### src/rtl/fetch_unit_pkg.sv
// Shared 6502 definitions: fetch FSM encoding, reset vector addresses and
// the opcode/register/ALU names reused by the fetch and decode logic.
package fetch_unit_pkg;

    typedef enum logic [3:0] {
        S_RST,
        S_VEC0,
        S_VEC1,
        S_VEC2,
        S_OP,
        S_B1,
        S_B2,
        S_B3,
        S_OUT
    } fetch_state_t;

    localparam logic [15:0] VEC_RESET_LO = 16'hFFFC;
    localparam logic [15:0] VEC_RESET_HI = 16'hFFFD;

    localparam logic [7:0] OP_BRK = 8'h00;
    localparam logic [7:0] OP_JSR = 8'h20;
    localparam logic [7:0] OP_RTI = 8'h40;
    localparam logic [7:0] OP_RTS = 8'h60;

    typedef enum logic [1:0] {
        REG_A,
        REG_X,
        REG_Y,
        REG_S
    } reg_sel_t;

    typedef enum logic [2:0] {
        ALU_ADC,
        ALU_SBC,
        ALU_AND,
        ALU_ORA,
        ALU_EOR,
        ALU_ASL,
        ALU_LSR,
        ALU_ROR
    } alu_op_t;

endpackage

### src/rtl/fetch_unit_if.sv
// Memory read port, redirect request and instruction hand-off of the fetch unit.
interface fetch_unit_if;
    // ir_valid/ir_ready: an instruction transfers on a rising edge where both
    // are high; once ir_valid rises, ir_* stay stable until that transfer
    // (or a redirect) and ir_valid never depends on ir_ready.
    logic [15:0] mem_addr;
    logic        mem_rd;
    logic [7:0]  mem_data;
    logic        redirect;
    logic [15:0] redirect_pc;
    logic        ir_valid;
    logic        ir_ready;
    logic [7:0]  ir_opcode;
    logic [15:0] ir_operand;
    logic [15:0] ir_pc;
    logic [1:0]  ir_len;

    modport master (
        output mem_addr, mem_rd, ir_valid, ir_opcode, ir_operand, ir_pc, ir_len,
        input  mem_data, redirect, redirect_pc, ir_ready
    );

    modport slave (
        input  mem_addr, mem_rd, ir_valid, ir_opcode, ir_operand, ir_pc, ir_len,
        output mem_data, redirect, redirect_pc, ir_ready
    );
endinterface

### src/rtl/fetch_unit_inst_len.sv
// Instruction length (1..3 bytes) from the opcode byte alone; shared with the decoder.
module inst_len
    import fetch_unit_pkg::*;
(
    input  logic [7:0] opcode,
    output logic [1:0] len
);

    // First match wins: implied/stack forms, then absolute-style, else two bytes.
    always_comb begin
        len = 2'd2;
        if (opcode == OP_BRK || opcode == OP_RTI || opcode == OP_RTS ||
            (opcode[3:2] == 2'b10 && !opcode[0])) begin
            len = 2'd1;
        end else if (opcode == OP_JSR || opcode[4:2] == 3'b011 ||
                     (opcode[4:2] == 3'b110 && opcode[0]) ||
                     opcode[4:2] == 3'b111) begin
            len = 2'd3;
        end
    end

endmodule

### src/rtl/fetch_unit.sv
// Byte-serial instruction fetch: loads the reset vector, assembles 1-3 byte
// instructions from a one-cycle-latency memory and hands them downstream.
module fetch_unit
    import fetch_unit_pkg::*;
(
    input  logic         clk,
    input  logic         rst,
    fetch_unit_if.master bus,
    output fetch_state_t dbg_state
);

    fetch_state_t state;
    logic [15:0]  pc;
    logic [1:0]   op_len;

    inst_len u_inst_len (
        .opcode (bus.mem_data),
        .len    (op_len)
    );

    assign dbg_state    = state;
    assign bus.ir_valid = (state == S_OUT);

    // Read strobe and address depend only on state and registered pc/length.
    always_comb begin
        bus.mem_rd   = 1'b0;
        bus.mem_addr = 16'h0000;
        case (state)
            S_VEC0: begin
                bus.mem_rd   = 1'b1;
                bus.mem_addr = VEC_RESET_LO;
            end
            S_VEC1: begin
                bus.mem_rd   = 1'b1;
                bus.mem_addr = VEC_RESET_HI;
            end
            S_OP: begin
                bus.mem_rd   = 1'b1;
                bus.mem_addr = pc;
            end
            S_B1: begin
                bus.mem_rd   = 1'b1;
                bus.mem_addr = pc + 16'd1;
            end
            S_B2: begin
                if (bus.ir_len == 2'd3) begin
                    bus.mem_rd   = 1'b1;
                    bus.mem_addr = pc + 16'd2;
                end
            end
            default: begin
                bus.mem_rd   = 1'b0;
                bus.mem_addr = 16'h0000;
            end
        endcase
    end

    always_ff @(posedge clk) begin
        if (rst) begin
            state          <= S_RST;
            pc             <= 16'h0000;
            bus.ir_opcode  <= 8'h00;
            bus.ir_operand <= 16'h0000;
            bus.ir_pc      <= 16'h0000;
            bus.ir_len     <= 2'd1;
        end else if (bus.redirect && state != S_RST) begin
            // Returning to S_OP drops whatever read data is still in flight.
            state <= S_OP;
            pc    <= bus.redirect_pc;
        end else begin
            case (state)
                S_RST:  state <= S_VEC0;
                S_VEC0: state <= S_VEC1;
                S_VEC1: begin
                    pc[7:0] <= bus.mem_data;
                    state   <= S_VEC2;
                end
                S_VEC2: begin
                    pc[15:8] <= bus.mem_data;
                    state    <= S_OP;
                end
                S_OP:   state <= S_B1;
                S_B1: begin
                    bus.ir_opcode  <= bus.mem_data;
                    bus.ir_len     <= op_len;
                    bus.ir_pc      <= pc;
                    bus.ir_operand <= 16'h0000;
                    state          <= (op_len == 2'd1) ? S_OUT : S_B2;
                end
                S_B2: begin
                    bus.ir_operand[7:0] <= bus.mem_data;
                    state               <= (bus.ir_len == 2'd3) ? S_B3 : S_OUT;
                end
                S_B3: begin
                    bus.ir_operand[15:8] <= bus.mem_data;
                    state                <= S_OUT;
                end
                S_OUT: begin
                    if (bus.ir_ready) begin
                        pc    <= pc + {14'd0, bus.ir_len};
                        state <= S_OP;
                    end
                end
                default: state <= S_RST;
            endcase
        end
    end

endmodule

### src/flat_wrapper.sv
// flat-port wrapper written by rule: the top's interface ports become plain ports
module fetch_unit_flat import fetch_unit_pkg::*;
  (clk, rst, dbg_state, bus_mem_addr, bus_mem_rd, bus_ir_valid, bus_ir_opcode, bus_ir_operand, bus_ir_pc, bus_ir_len, bus_mem_data, bus_redirect, bus_redirect_pc, bus_ir_ready);
  fetch_unit_if bus_i ();
  input  logic clk;
  input  logic rst;
  output fetch_state_t dbg_state;
  output wire logic [$bits(bus_i.mem_addr)-1:0] bus_mem_addr;
  output wire logic [$bits(bus_i.mem_rd)-1:0] bus_mem_rd;
  output wire logic [$bits(bus_i.ir_valid)-1:0] bus_ir_valid;
  output wire logic [$bits(bus_i.ir_opcode)-1:0] bus_ir_opcode;
  output wire logic [$bits(bus_i.ir_operand)-1:0] bus_ir_operand;
  output wire logic [$bits(bus_i.ir_pc)-1:0] bus_ir_pc;
  output wire logic [$bits(bus_i.ir_len)-1:0] bus_ir_len;
  input wire logic [$bits(bus_i.mem_data)-1:0] bus_mem_data;
  input wire logic [$bits(bus_i.redirect)-1:0] bus_redirect;
  input wire logic [$bits(bus_i.redirect_pc)-1:0] bus_redirect_pc;
  input wire logic [$bits(bus_i.ir_ready)-1:0] bus_ir_ready;
  assign bus_mem_addr = bus_i.mem_addr;
  assign bus_mem_rd = bus_i.mem_rd;
  assign bus_ir_valid = bus_i.ir_valid;
  assign bus_ir_opcode = bus_i.ir_opcode;
  assign bus_ir_operand = bus_i.ir_operand;
  assign bus_ir_pc = bus_i.ir_pc;
  assign bus_ir_len = bus_i.ir_len;
  assign bus_i.mem_data = bus_mem_data;
  assign bus_i.redirect = bus_redirect;
  assign bus_i.redirect_pc = bus_redirect_pc;
  assign bus_i.ir_ready = bus_ir_ready;
  fetch_unit u_core (.clk(clk), .rst(rst), .bus(bus_i), .dbg_state(dbg_state));
endmodule
### config.mk
export PLATFORM = sky130hd
export DESIGN_NAME = fetch_unit_flat
export DESIGN_NICKNAME = d
export VERILOG_FILES = /design/src/rtl/fetch_unit_pkg.sv /design/src/rtl/fetch_unit_if.sv /design/src/rtl/fetch_unit_inst_len.sv /design/src/rtl/fetch_unit.sv /design/src/flat_wrapper.sv
export SDC_FILE = /design/constraint.sdc
export NUM_CORES = 1
export LEC_CHECK = 0
export CORE_MARGIN = 5
export CORE_UTILIZATION = 30
export DETAILED_ROUTE_END_ITERATION = 8
export GPL_TIMING_DRIVEN = 0
export REMOVE_ABC_BUFFERS = 1
export SKIP_LAST_GASP = 1
export SYNTH_ARGS = -nofsm -noshare
export SYNTH_HDL_FRONTEND = slang
export SYNTH_HIERARCHICAL = 1
export SYNTH_SLANG_ARGS = --single-unit
### constraint.sdc
create_clock -name clk -period 2 [get_ports clk]
set_input_delay 0.4 -clock clk [delete_from_list [all_inputs] [get_ports clk]]
set_output_delay 0.4 -clock clk [all_outputs]
set_load 0.05 [all_outputs]
==> results of run 1 <==
-- worst paths after layout --
kind,start,to,slack [ps],cells after the start
min,rst,u_core/pc[10],450,2
min reg2reg,u_core/bus.ir_operand[9],u_core/bus.ir_operand[9],450,2
max,u_core/pc[13],bus_mem_addr[14],-430,6
max reg2reg,u_core/dbg_state[0],u_core/pc[2],-330,12
-- critical path, delay by kind of cell (launching register included) --
family	cells	cell delay [ps]
and+or+nand+nor	1	430
DFF	1	550
AOI/OAI and AO/OA	3	460
buffers and inverters	2	250
-- metrics by stage --
step | setup slack [ps] | cell area (um^2) | hold slack, ps
after detailed placement | -2250 | 4830 | 450
final | -435 | 6820 | 448
after floorplan | -2470 | 3660 | 465
after CTS | -412 | 6270 | 444
after global routing | -521 | 6820 | 466
after global placement | -2640 | 4780 | 444
-- final cells by class --
class	instances	area share
Timing Repair Buffer	198	0.283
Tap cell	172	0.0315
Sequential cell	62	0.191
Multi-Input combinational cell	426	0.444
Inverter	15	0.00990
Clock buffer	12	0.0361
Clock inverter	4	0.00330
-- cell families (layout without fill, tap and decap cells) --
kind of cell,count (synthesis),after routing
flip-flops,62,62
AND/OR/NAND/NOR,231,233
XOR/XNOR,6,6
adder cells (fa/ha/maj),6,6
AO/OA/AOI/OAI,179,181
buffers and inverters,60,229
-- where the power goes --
part	switching [mW]	total (mW)	leakage [nW]	internal [mW]
clock	0.554	1.42	0.132	0.865
combinational	2.20	3.81	1.81	1.61
sequential	0.317	1.70	0.514	1.39
-- synthesized netlist by cell type (4+ instances only) --
library cell and count:
ha_1 5, o22ai_1 7, nand4_1 5, o211ai_1 7
dfxtp_1 62, o21ai_0 35, a21oi_1 70, buf_2 8
clkbuf_1 23, buf_4 8, nand2_1 100, a211oi_1 6
nor4_1 7, nor2b_1 6, nor2_1 40, nor3_1 16
inv_1 14, a22oi_1 5, buf_1 4, o311ai_0 6
nand3_1 26, o31ai_1 9, and3_1 9, a31oi_1 5
-- sequential cells by signal (all words and copies together) (netlist names) --
register,cells
u_core/pc,16
u_core/dbg_state,4
u_core/bus.ir_pc,16
u_core/bus.ir_operand,16
u_core/bus.ir_opcode,8
u_core/bus.ir_len,2
-- repair_timing --
item / CTS / global route
cloned: 4 / 1
buffers inserted: 74 / 32
endpoints found under the setup margin: 86 / 55
pin swaps: 52 / 50
gates resized for setup: 298 / 74
-- metal layers --
| layer | GRT usage | up-vias | wire length, um |
|---|---|---|---|
| met5 | 0 | - | 0 |
| met1 | 0.296 | 2484 | 7190 |
| li1 | - | 2318 | - |
| met3 | 0.0668 | 92 | 2080 |
| met4 | 0.109 | 0 | 809 |
| met2 | 0.359 | 369 | 8750 |
==> qor.csv, run 1 <==
metric;value;unit
clock tree from TritonCTS;built;
multi-input gate area in the final layout;3030;um^2
CP Class;flop to output pin;
clock network latency to the later pin of the worst-skew pair;330;ps
Async S/R FF share, synth;0;
total number of placement rows;41;
mux cell area share after synthesis;0;
RePlAce Congestion;0.872;
outcome;finished with violations;
TritonCTS buffer count;9;
Main synth FF type;dfxtp_1;
deepest clock path buffer count;2;
number of synthesized flops with an enable pin;0;
DRC violations left;0;
final core area utilization;0.538;
input/output buffers;91;
cell area after technology mapping;3880;um^2
CP Launch Type;flop;
worst min-delay path category;input port to flop;
die height;124;um
Final HPWL DP;10.1;mm
maximum number of pins on one net before global-route repair;50;
Routed WL per cell;21.2;um
most common cell after layout, fill and taps aside;nand2_1;
CTS Root Buffer Type;clkbuf_16;
FF/Latch Area;1310;um^2
Least-Margin Pin Slew;735;ps
Setup TNS Final;-10250;ps
CTS H-tree depth;3;
unrepaired setup endpoints after global routing;true;
violations in the final reports;negative setup slack;
required time of the critical path;1600;ps
post-route minimum period;2430;ps
mean instance size in the synthesized netlist;7.13;um^2
antenna-violating nets left;0;
endpoints failing hold;0;
iteration count of the initial detailed-routing pass;5;
share of final-layout standard cells stronger than drive strength 1;0.378;
ordered list of cells on the worst path;inv_1 > or3_4 > o21ai_0 > o21ai_0 > o32a_1 > buf_6;
initial drt markers;648;
placeable core region;12700;um^2
Leak Pwr;2.46;nW
VDD IR max;522;uV
count of cell types in the netlist;62;
P&R area growth vs syn;75.8;%
Sink Count;62;
max-slew violation count;0;
fraction of the cycle the final worst path needs;1.22;
total number of vias;5263;
dominant combinational cell family by area after synthesis;compound AO/OA/AOI/OAI gates;
count of yosys warnings during synthesis;6;
Net count, final;746;
global-route wire length before repair;27.1;mm
fin cells;889;
cell seen most often among critical-path stages;o21ai_0;
worst-case setup margin in the final layout;-435;ps
Synth Instances;544;
area share of the largest cell type after synthesis;0.320;
proportion of synthesized chip area in sequential cells;0.320;
Detailed Route WL;18.8;mm
largest fanout on the critical path;7;
Synth Register Bits;62;
cells taking the most area after synthesis;dfxtp_1 32%, nand2_1 9.7%, a21oi_1 9.0%;
count of antenna diodes in the layout;0;
max-capacitance violation count;0;
Die Footprint;15300;um^2
compound-cell area share of the yosys netlist;0.292;
largest incremental delay on the critical path;550;ps
number of top-level pins;92;
total power density per cell area;1020;nW/um^2
final setup violating endpoints;38;
Die Width;124;um
global route total overflow;0;
initial antenna violation count;0;
Post-Synth XOR/XNOR Area;0.0135;
vias in the first global route;4949;
Placed Cells;765;
kind of end point of the critical path;output pin;
clock transition time at the flip-flop clock pins of the worst setup and hold paths;50;ps
commonest non-fill, non-tap cells in the layout;94 x nand2_1, 78 x buf_4, 65 x clkdlybuf4s50_1, 61 x a21oi_1, 43 x dfxtp_1;
maximum clock skew at final layout;3.52;ps
number of inserted filler cells in the final layout;1130;
Data arrival, critical path;2030;ps
Slew Limit Headroom;0.509;
count of hold buffers inserted by post-cts repair;0;
effective utilization at floorplan;0.306;
detailed-route vias per instance;5.92;
Total Power Consumption;6.94;mW
adder and majority cell fraction of the synthesized area;0.0213;
share of synthesized cell area in and, or, nand and nor gates;0.281;
Overall Global Routing Usage;0.232;
top cell type by total area after synthesis;dfxtp_1;
CP max-delay cell;dfxtp_1;
fmax;411;MHz
(Power assumes the default switching activity.)
==> run 2, diff against run 1 <==
- PLACE_DENSITY: unset -> 0.52
- TNS_END_PERCENT: unset -> 100
==> run 2 against run 1 <==
Net effect:
- cell count rose by 0.34%
- register-to-register slack barely moved
- global-route usage fell by 0.54 points
- critical path type unchanged
- the flow still finishes with violations (negative setup slack)
==> qor.csv, run 2 (synthesis results as in run 1) <==
metric;value;unit;change
total number of placement rows;41;;unchanged
maximum number of pins on one net before global-route repair;49;;was 50
Die Footprint;15300;um^2;unchanged
worst min-delay path category;flop to flop;;was input port to flop
violations in the final reports;negative setup slack;;unchanged
required time of the critical path;1600;ps;about the same
initial antenna violation count;0;;unchanged
die height;124;um;unchanged
clock network latency to the later pin of the worst-skew pair;340;ps;was 330 ps
number of inserted filler cells in the final layout;1174;;was 1130
global-route wire length before repair;26.6;mm;was 27.1 mm
deepest clock path buffer count;2;;unchanged
unrepaired setup endpoints after global routing;true;;unchanged
standard cell area after detailed placement;4830;um^2;about the same
Data arrival, critical path;2070;ps;was 2030 ps
Final HPWL DP;10.1;mm;about the same
commonest non-fill, non-tap cells in the layout;92 x nand2_1, 75 x buf_4, 65 x a21oi_1, 62 x clkdlybuf4s50_1, 42 x dfxtp_1;;was 94 x nand2_1, 78 x buf_4, 65 x clkdlybuf4s50_1, 61 x a21oi_1, 43 x dfxtp_1
placeable core region;12700;um^2;unchanged
Setup TNS Final;-6970;ps;was -10250 ps
worst-case setup margin in the final layout;-474;ps;was -435 ps
Post-Layout Inst Area;6850;um^2;was 6820 um^2
largest fanout on the critical path;5;;was 7
DRC violations left;0;;unchanged
Least-Margin Pin Slew;604;ps;was 735 ps
Detailed Route WL;18.7;mm;was 18.8 mm
number of top-level pins;92;;unchanged
share of final-layout standard cells stronger than drive strength 1;0.376;;was 0.378
CTS H-tree depth;3;;unchanged
fraction of the cycle the final worst path needs;1.24;;was 1.22
antenna-violating nets left;0;;unchanged
largest registers;u_core/bus.ir_operand: 16 flops, u_core/bus.ir_pc: 16 flops, u_core/pc: 16 flops;;unchanged
FF/Latch Area;1310;um^2;about the same
Overall Global Routing Usage;0.226;;was 0.232
CP Launch Type;flop;;unchanged
clock tree from TritonCTS;built;;unchanged
P&R area growth vs syn;76.5;%;was 75.8%
fmax;404;MHz;was 411 MHz
maximum clock skew at final layout;10.9;ps;was 3.52 ps
final setup violating endpoints;31;;was 38
VDD IR max;497;uV;was 522 uV
kind of end point of the critical path;output pin;;unchanged
endpoints failing hold;0;;unchanged
count of antenna diodes in the layout;0;;unchanged
Sink Count;62;;unchanged
effective utilization at floorplan;0.306;;unchanged
Die Width;124;um;unchanged
CP Class;flop to output pin;;unchanged
max-slew violation count;0;;unchanged
Slew Limit Headroom;0.597;;was 0.509
outcome;finished with violations;;unchanged
clock transition time at the flip-flop clock pins of the worst setup and hold paths;50;ps;about the same
max-capacitance violation count;0;;unchanged
post-route minimum period;2470;ps;was 2430 ps
Leak Pwr;2.51;nW;was 2.46 nW
TritonCTS buffer count;9;;unchanged
global route total overflow;0;;unchanged
total number of vias;5137;;was 5263
detailed-route vias per instance;5.76;;was 5.92
vias in the first global route;4692;;was 4949
most common cell after layout, fill and taps aside;nand2_1;;unchanged
initial drt markers;623;;was 648
iteration count of the initial detailed-routing pass;7;;was 5
total power density per cell area;1030;nW/um^2;was 1020 nW/um^2
input/output buffers;91;;unchanged
Net count, final;749;;was 746
CTS Root Buffer Type;clkbuf_16;;unchanged
Routed WL per cell;21.0;um;was 21.2 um
multi-input gate area in the final layout;3020;um^2;was 3030 um^2
RePlAce Congestion;0.853;;was 0.872
run 2: changes by cell type in the layout (fill, tap and decap cells not counted), moves of 3 or more:
cell             before  now
a21oi_1              61   65
a21oi_2               8    4
buf_4                78   75
buf_8                 3    6
clkdlybuf4s50_1      65   62
run 2: metrics by stage:
stage,util,worst slack (ps),hold slack [ps],total power [mW],cells
2_1_floorplan,-,-2470,465,3.10,499
6_report,0.540,-474,450,7.04,892
5_1_grt,0.540,-539,471,7.29,892
3_3_place_gp,0.377,-2640,443,3.96,762
3_5_place_dp,0.381,-2350,446,4.00,766
4_1_cts,0.488,-434,454,6.32,846
run 2: worst paths after layout:
check,start,cells after the start,slack (ps),endpoint
setup / recovery,u_core/dbg_state[0],8,-470,bus_mem_addr[12]
hold reg to reg,u_core/bus.ir_pc[2],2,450,u_core/bus.ir_pc[2]
setup reg to reg,u_core/pc[1],9,-320,u_core/pc[10]
hold / removal,u_core/bus.ir_pc[2],2,450,u_core/bus.ir_pc[2]
run 2: repair_timing:
action,CTS,global route
buffers inserted,62,47
cloned,3,2
hold buffers,0,0
pin swaps,37,53
endpoints found under the setup margin,86,70
resized for setup,292,94
run 2: power by group:
part           total [mW]  leakage [nW]  internal [mW]  switching [mW]
registers            1.72         0.515           1.39           0.332
clock network        1.43         0.132          0.866           0.566
logic                3.88          1.87           1.69            2.20
total                7.04          2.51           3.94            3.10
run 2: cell type report:
type | count | share of cell area
inverter | 15 | 0.00969
tap | 172 | 0.0314
clock inverter | 4 | 0.00329
clock buffer | 12 | 0.0360
sequential | 62 | 0.191
timing repair buffer | 200 | 0.288
multi-input combinational | 427 | 0.441
run 2: metal layers:
| layer | wire [um] | vias to the layer above | GRT usage |
|---|---|---|---|
| met2 | 9060 | 295 | 0.374 |
| li1 | - | 2327 | - |
| met3 | 1520 | 71 | 0.0590 |
| met4 | 723 | 0 | 0.0727 |
| met1 | 7440 | 2444 | 0.287 |
| met5 | 0 | - | 0 |
run 2: worst max-delay path: stages (launching register included):
cell and delay, ps:
dfxtp_4 390, nor4bb_4 350, buf_6 170, buf_4 120
o31ai_1 60, a22oi_1 240, o21ai_2 110, o311ai_4 100
buf_6 200
==> run 3, diff against run 2 <==
- CTS_CLUSTER_SIZE: unset -> 20
==> results of run 3 <==
Final layout, timing and power as in run 2 (identical DEF).
==> edit 1 (settings of run 2) <==
Register the output `dbg_state` once more, without a reset; this adds one clock of latency there. The other outputs are not delayed to match.
--- a/src/rtl/fetch_unit.sv
+++ b/src/rtl/fetch_unit.sv
@@ -19,5 +19,7 @@
     );
 
-    assign dbg_state    = state;
+    always_ff @(posedge clk) begin
+        dbg_state <= state;
+    end
     assign bus.ir_valid = (state == S_OUT);
 
Behaviour: not the same (Yosys sat finds a counterexample within 4 cycles, from zero or initial values and one cycle with rst high).
==> edit 1 against run 2 <==
- the flow still finishes with violations (setup timing)
- setup slack worse by 0.024 ns
- total power up 45%
- non-clock buffer count down 11
- synthesized cell count down 3.5%
- area after synthesis up 0.26%
- sequential cell count up 4
- design area down 2.6%
- utilization down 1.4 points
- wire length down 8.9%
- largest cell class unchanged
- highest routed layer unchanged
==> edit 1: results (changes against run 2) <==
status: "finished with violations"  # unchanged
failed_checks: "setup timing"  # unchanged
track_usage_pct: 21.96  # was 22.61%
dp_hpwl_um: 9753  # was 10130 µm
fin_setup_tns_ns: -8.184  # was -6.969 ns
seq_area_frac_synth_pct: 33.97  # was 31.99%
drt-met1-wl_um: 7160  # was 7438 µm
firstDrtPassIters: 5  # was 7
synth-adder-area-share_pct: 1.801  # was 2.128%
leakagePower_nw: 2.496  # was 2.513 nW
gp_congestion: 0.8475  # was 0.8531
met2_usage_pct: 34.71  # was 37.41%
drt_iter0_drc: 402  # was 623
finClkSkew_ns: 0.01007  # was 0.01086 ns
drt-total-wl_um: 17070  # was 18740 µm
finalSetupViolCount: 34  # was 31
route.met2.wl_um: 8038  # was 9061 µm
drive_gt1_share_pct: 34.65  # was 37.64%
grt_pass1_vias: 4619  # was 4692
ys_top_cells_by_count: "nand2_1, dfxtp_1, a21oi_1"  # was nand2_1, a21oi_1, dfxtp_1
setup_slack_ns: -0.4981  # was -0.4739 ns
relSlewSlack_pct: 51.90  # was 59.73%
synth.distinct_cells: 66  # was 62
critical-path-top-delay-family: "simple AND/OR/NAND/NOR gates"  # was compound AO/OA/AOI/OAI gates
grt_pass1_wl_um: 25610  # was 26630 µm
layout.cells.non_filler: 856  # was 892
reg2reg_slack_ns: -0.24  # was -0.32 ns
synthMuxAreaShare_pct: 0.5146  # was 0%
synth.avg_cell_area_um2: 7.409  # was 7.132 µm²
synth-compound-area-share_pct: 28.79  # was 29.18%
rr_worst_depth: 10  # was 9
grt_max_degree: 39  # was 49
wl_met3_um: 1498  # was 1516 µm
ys_top_cells_by_area: "dfxtp_1, nand2_1, a21oi_1"  # unchanged
crit_start: "u_core/state[2]$_SDFFE_PP0P_"  # was u_core/dbg_state[0]$_SDFFE_PP0P_
final_nets: 712  # was 749
vias: 4806  # was 5137
p_switching_mw: 5.035  # was 3.095 mW
holdPathEnd: "u_core/bus.ir_pc[7]$_SDFFE_PP0P_"  # was u_core/bus.ir_pc[2]$_SDFFE_PP0P_
==> edit 1: cell types whose count changed in the layout (fill, tap and decap cells not counted), moves of 5 or more <==
cell,delta
buf_4,-5
o21ai_0,-8
or3_1,+5
a22oi_1,+17
a21oi_1,-14
and3_1,-7
nor2_1,+12
dfxtp_1,+5
nand3_1,-17
==> edit 1: repair_timing <==
item | CTS | global route
hold endpoints to repair | 0 | 0
endpoints found under the setup margin | 81 | 78
hold buffers | 0 | 0
gates resized for setup | 267 | 69
gates cloned | 2 | 1
pin swaps | 44 | 44
buffers inserted | 73 | 23
==> edit 1: stage by stage <==
step                setup slack [ns]  instance area [µm²]  total power, mW  utilization (%)  hold slack (ns)
finish                       -0.4981                 6669            10.17            52.63           0.4541
global route                 -0.5538                 6669            10.62            52.63           0.4736
CTS                          -0.5225                 6207            9.643            48.99           0.4595
detailed placement            -1.931                 4855            6.653            38.31           0.4487
global placement              -1.877                 4798            6.567            37.87           0.4429
floorplan                     -1.843                 3672            5.001                -           0.4689
==> edit 1: tightest hold or removal path, stage by stage, from the launching register on <==
cell     delay [ns]
dfxtp_1        0.30
nand2_1        0.05
a21oi_1        0.05
==> edit 1: layout make-up <==
class	count	area (µm²)
multi-input cells	405	2887
clock inverters	7	53.80
fillers	1199	6002
clock buffers	9	225.2
well taps	172	215.2
flip-flops and latches	66	1383
repair buffers	189	1868
inverters	8	37.54
==> edit 1: power by group through the flow <==
stage	Clock [mW]	Sequential, mW	Combinational, mW
floorplan	0	2.19	2.81
global placement	0	2.20	4.36
detailed placement	0	2.23	4.43
CTS	1.56	2.11	5.98
global route	1.60	2.18	6.84
finish	1.52	2.14	6.51
==> edit 2 (flow settings as in run 2) <==
Without the edit above. Reset style: asynchronous (`rst`), changed in one clocked block.
--- a/src/rtl/fetch_unit.sv
+++ b/src/rtl/fetch_unit.sv
@@ -56,5 +56,5 @@
     end
 
-    always_ff @(posedge clk) begin
+    always_ff @(posedge clk or posedge rst) begin
         if (rst) begin
             state          <= S_RST;
Behaviour: differs if rst is asserted again (counterexample within 4 cycles, from zero or initial values and one cycle with rst high); with rst held inactive, the same outputs for 10 cycles.
==> edit 2 against run 2 <==
- the run still ends with setup timing left
- design area up 1.4%
- area after synthesis up 5.8%
- wire length down 8.2%
- setup slack worse by 0.12 ns
- sequential cell count unchanged
- global-route usage down 1.9 points
- critical path depth down 1
- largest cell class unchanged
Power is not compared: it rests on default switching activity, and its combinational part moved more than twofold at a synthesized area within 25%.
==> edit 2: results (changes against run 2) <==
synthArstFlopShare_pct: 100.0  # was 0%
failed_checks: "setup timing"  # unchanged
reg2reg_slack_ns: -0.29  # was -0.32 ns
netlist_instances: 476  # was 544
dpl.cell_count: 704  # was 766
relSlewSlack_pct: 60.60  # was 59.73%
synthXorXnorAreaFrac_pct: 2.133  # was 1.354%
setup_slack_ns: -0.5944  # was -0.4739 ns
gp_congestion: 0.8454  # was 0.8531
synthFlopType: "dfrtp_1"  # was dfxtp_1
status: "finished with violations"  # unchanged
synth.distinct_cells: 76  # was 62
rr_worst_depth: 10  # was 9
hold_ws_ns: 0.4238  # was 0.4504 ns
drt-total-wl_um: 17210  # was 18740 µm
synthMuxAreaShare_pct: 7.069  # was 0%
clkCellAreaFrac_pct: 4.920  # was 3.929%
crit_start: "u_core/dbg_state[3]$_DFFE_PP0P_"  # was u_core/dbg_state[0]$_SDFFE_PP0P_
drive_gt1_share_pct: 43.44  # was 37.64%
vias: 4636  # was 5137
grt_pass1_vias: 4679  # was 4692
worst_r2r_startpoint: "u_core/dbg_state[1]$_DFFE_PP0P_"  # was u_core/pc[1]$_SDFFE_PP0P_
rr_endpoint: "u_core/pc[11]$_DFFE_PP0P_"  # was u_core/pc[10]$_SDFFE_PP0P_
firstDrtPassIters: 5  # was 7
synth-adder-area-share_pct: 2.011  # was 2.128%
seq_area_frac_synth_pct: 37.81  # was 31.99%
pre_cts_slack_ns: -1.843  # was -2.347 ns
dp_hpwl_um: 9813  # was 10130 µm
crit_end: "bus_mem_addr[9]"  # was bus_mem_addr[12]
fillCellCount: 1210  # was 1174
finalSetupViolCount: 61  # was 31
ys_top_cells_by_count: "nand2_1, dfrtp_1, o21ai_0"  # was nand2_1, a21oi_1, dfxtp_1
multi_input_gates: 366  # was 427
rows: 42  # was 41
track_usage_pct: 20.71  # was 22.61%
placed_cell_area_mm2: 0.005045  # was 0.004833 mm²
seq_share_pct: 22.80  # was 19.08%
final_nets: 669  # was 749
drt_iter0_drc: 392  # was 623
## edit 2: critical path, stage by stage (launching register included)
cell and delay, ns:
dfrtp_4 0.53, nand4bb_4 0.27, buf_6 0.16, or2_4 0.28, a21oi_2 0.17, o21ai_1 0.12
o311ai_4 0.12, buf_6 0.21
## edit 2: timing repair
item | in CTS | in global routing
pin swaps | 30 | 43
setup endpoints to repair | 84 | 71
endpoints found under the hold margin | 0 | 0
setup buffers | 77 | 16
gates cloned | 4 | 1
resized for setup | 252 | 107
## edit 2: cell families (layout without fill, tap and decap cells)
group,count (synthesis),after routing
simple gates,169,171
compound gates,152,153
flops,62,62
buf+inv,51,212
mux,26,26
xor+xnor,10,10
fa+ha+maj,6,6
## edit 2: per-layer routing
metal / track usage (%) / vias up / wire [µm]
met5: 0 / - / 0
met2: 32.85 / 212 / 8150
met1: 26.71 / 2285 / 7246
met4: 9.653 / 0 / 584
met3: 4.967 / 50 / 1227
li1: - / 2089 / -
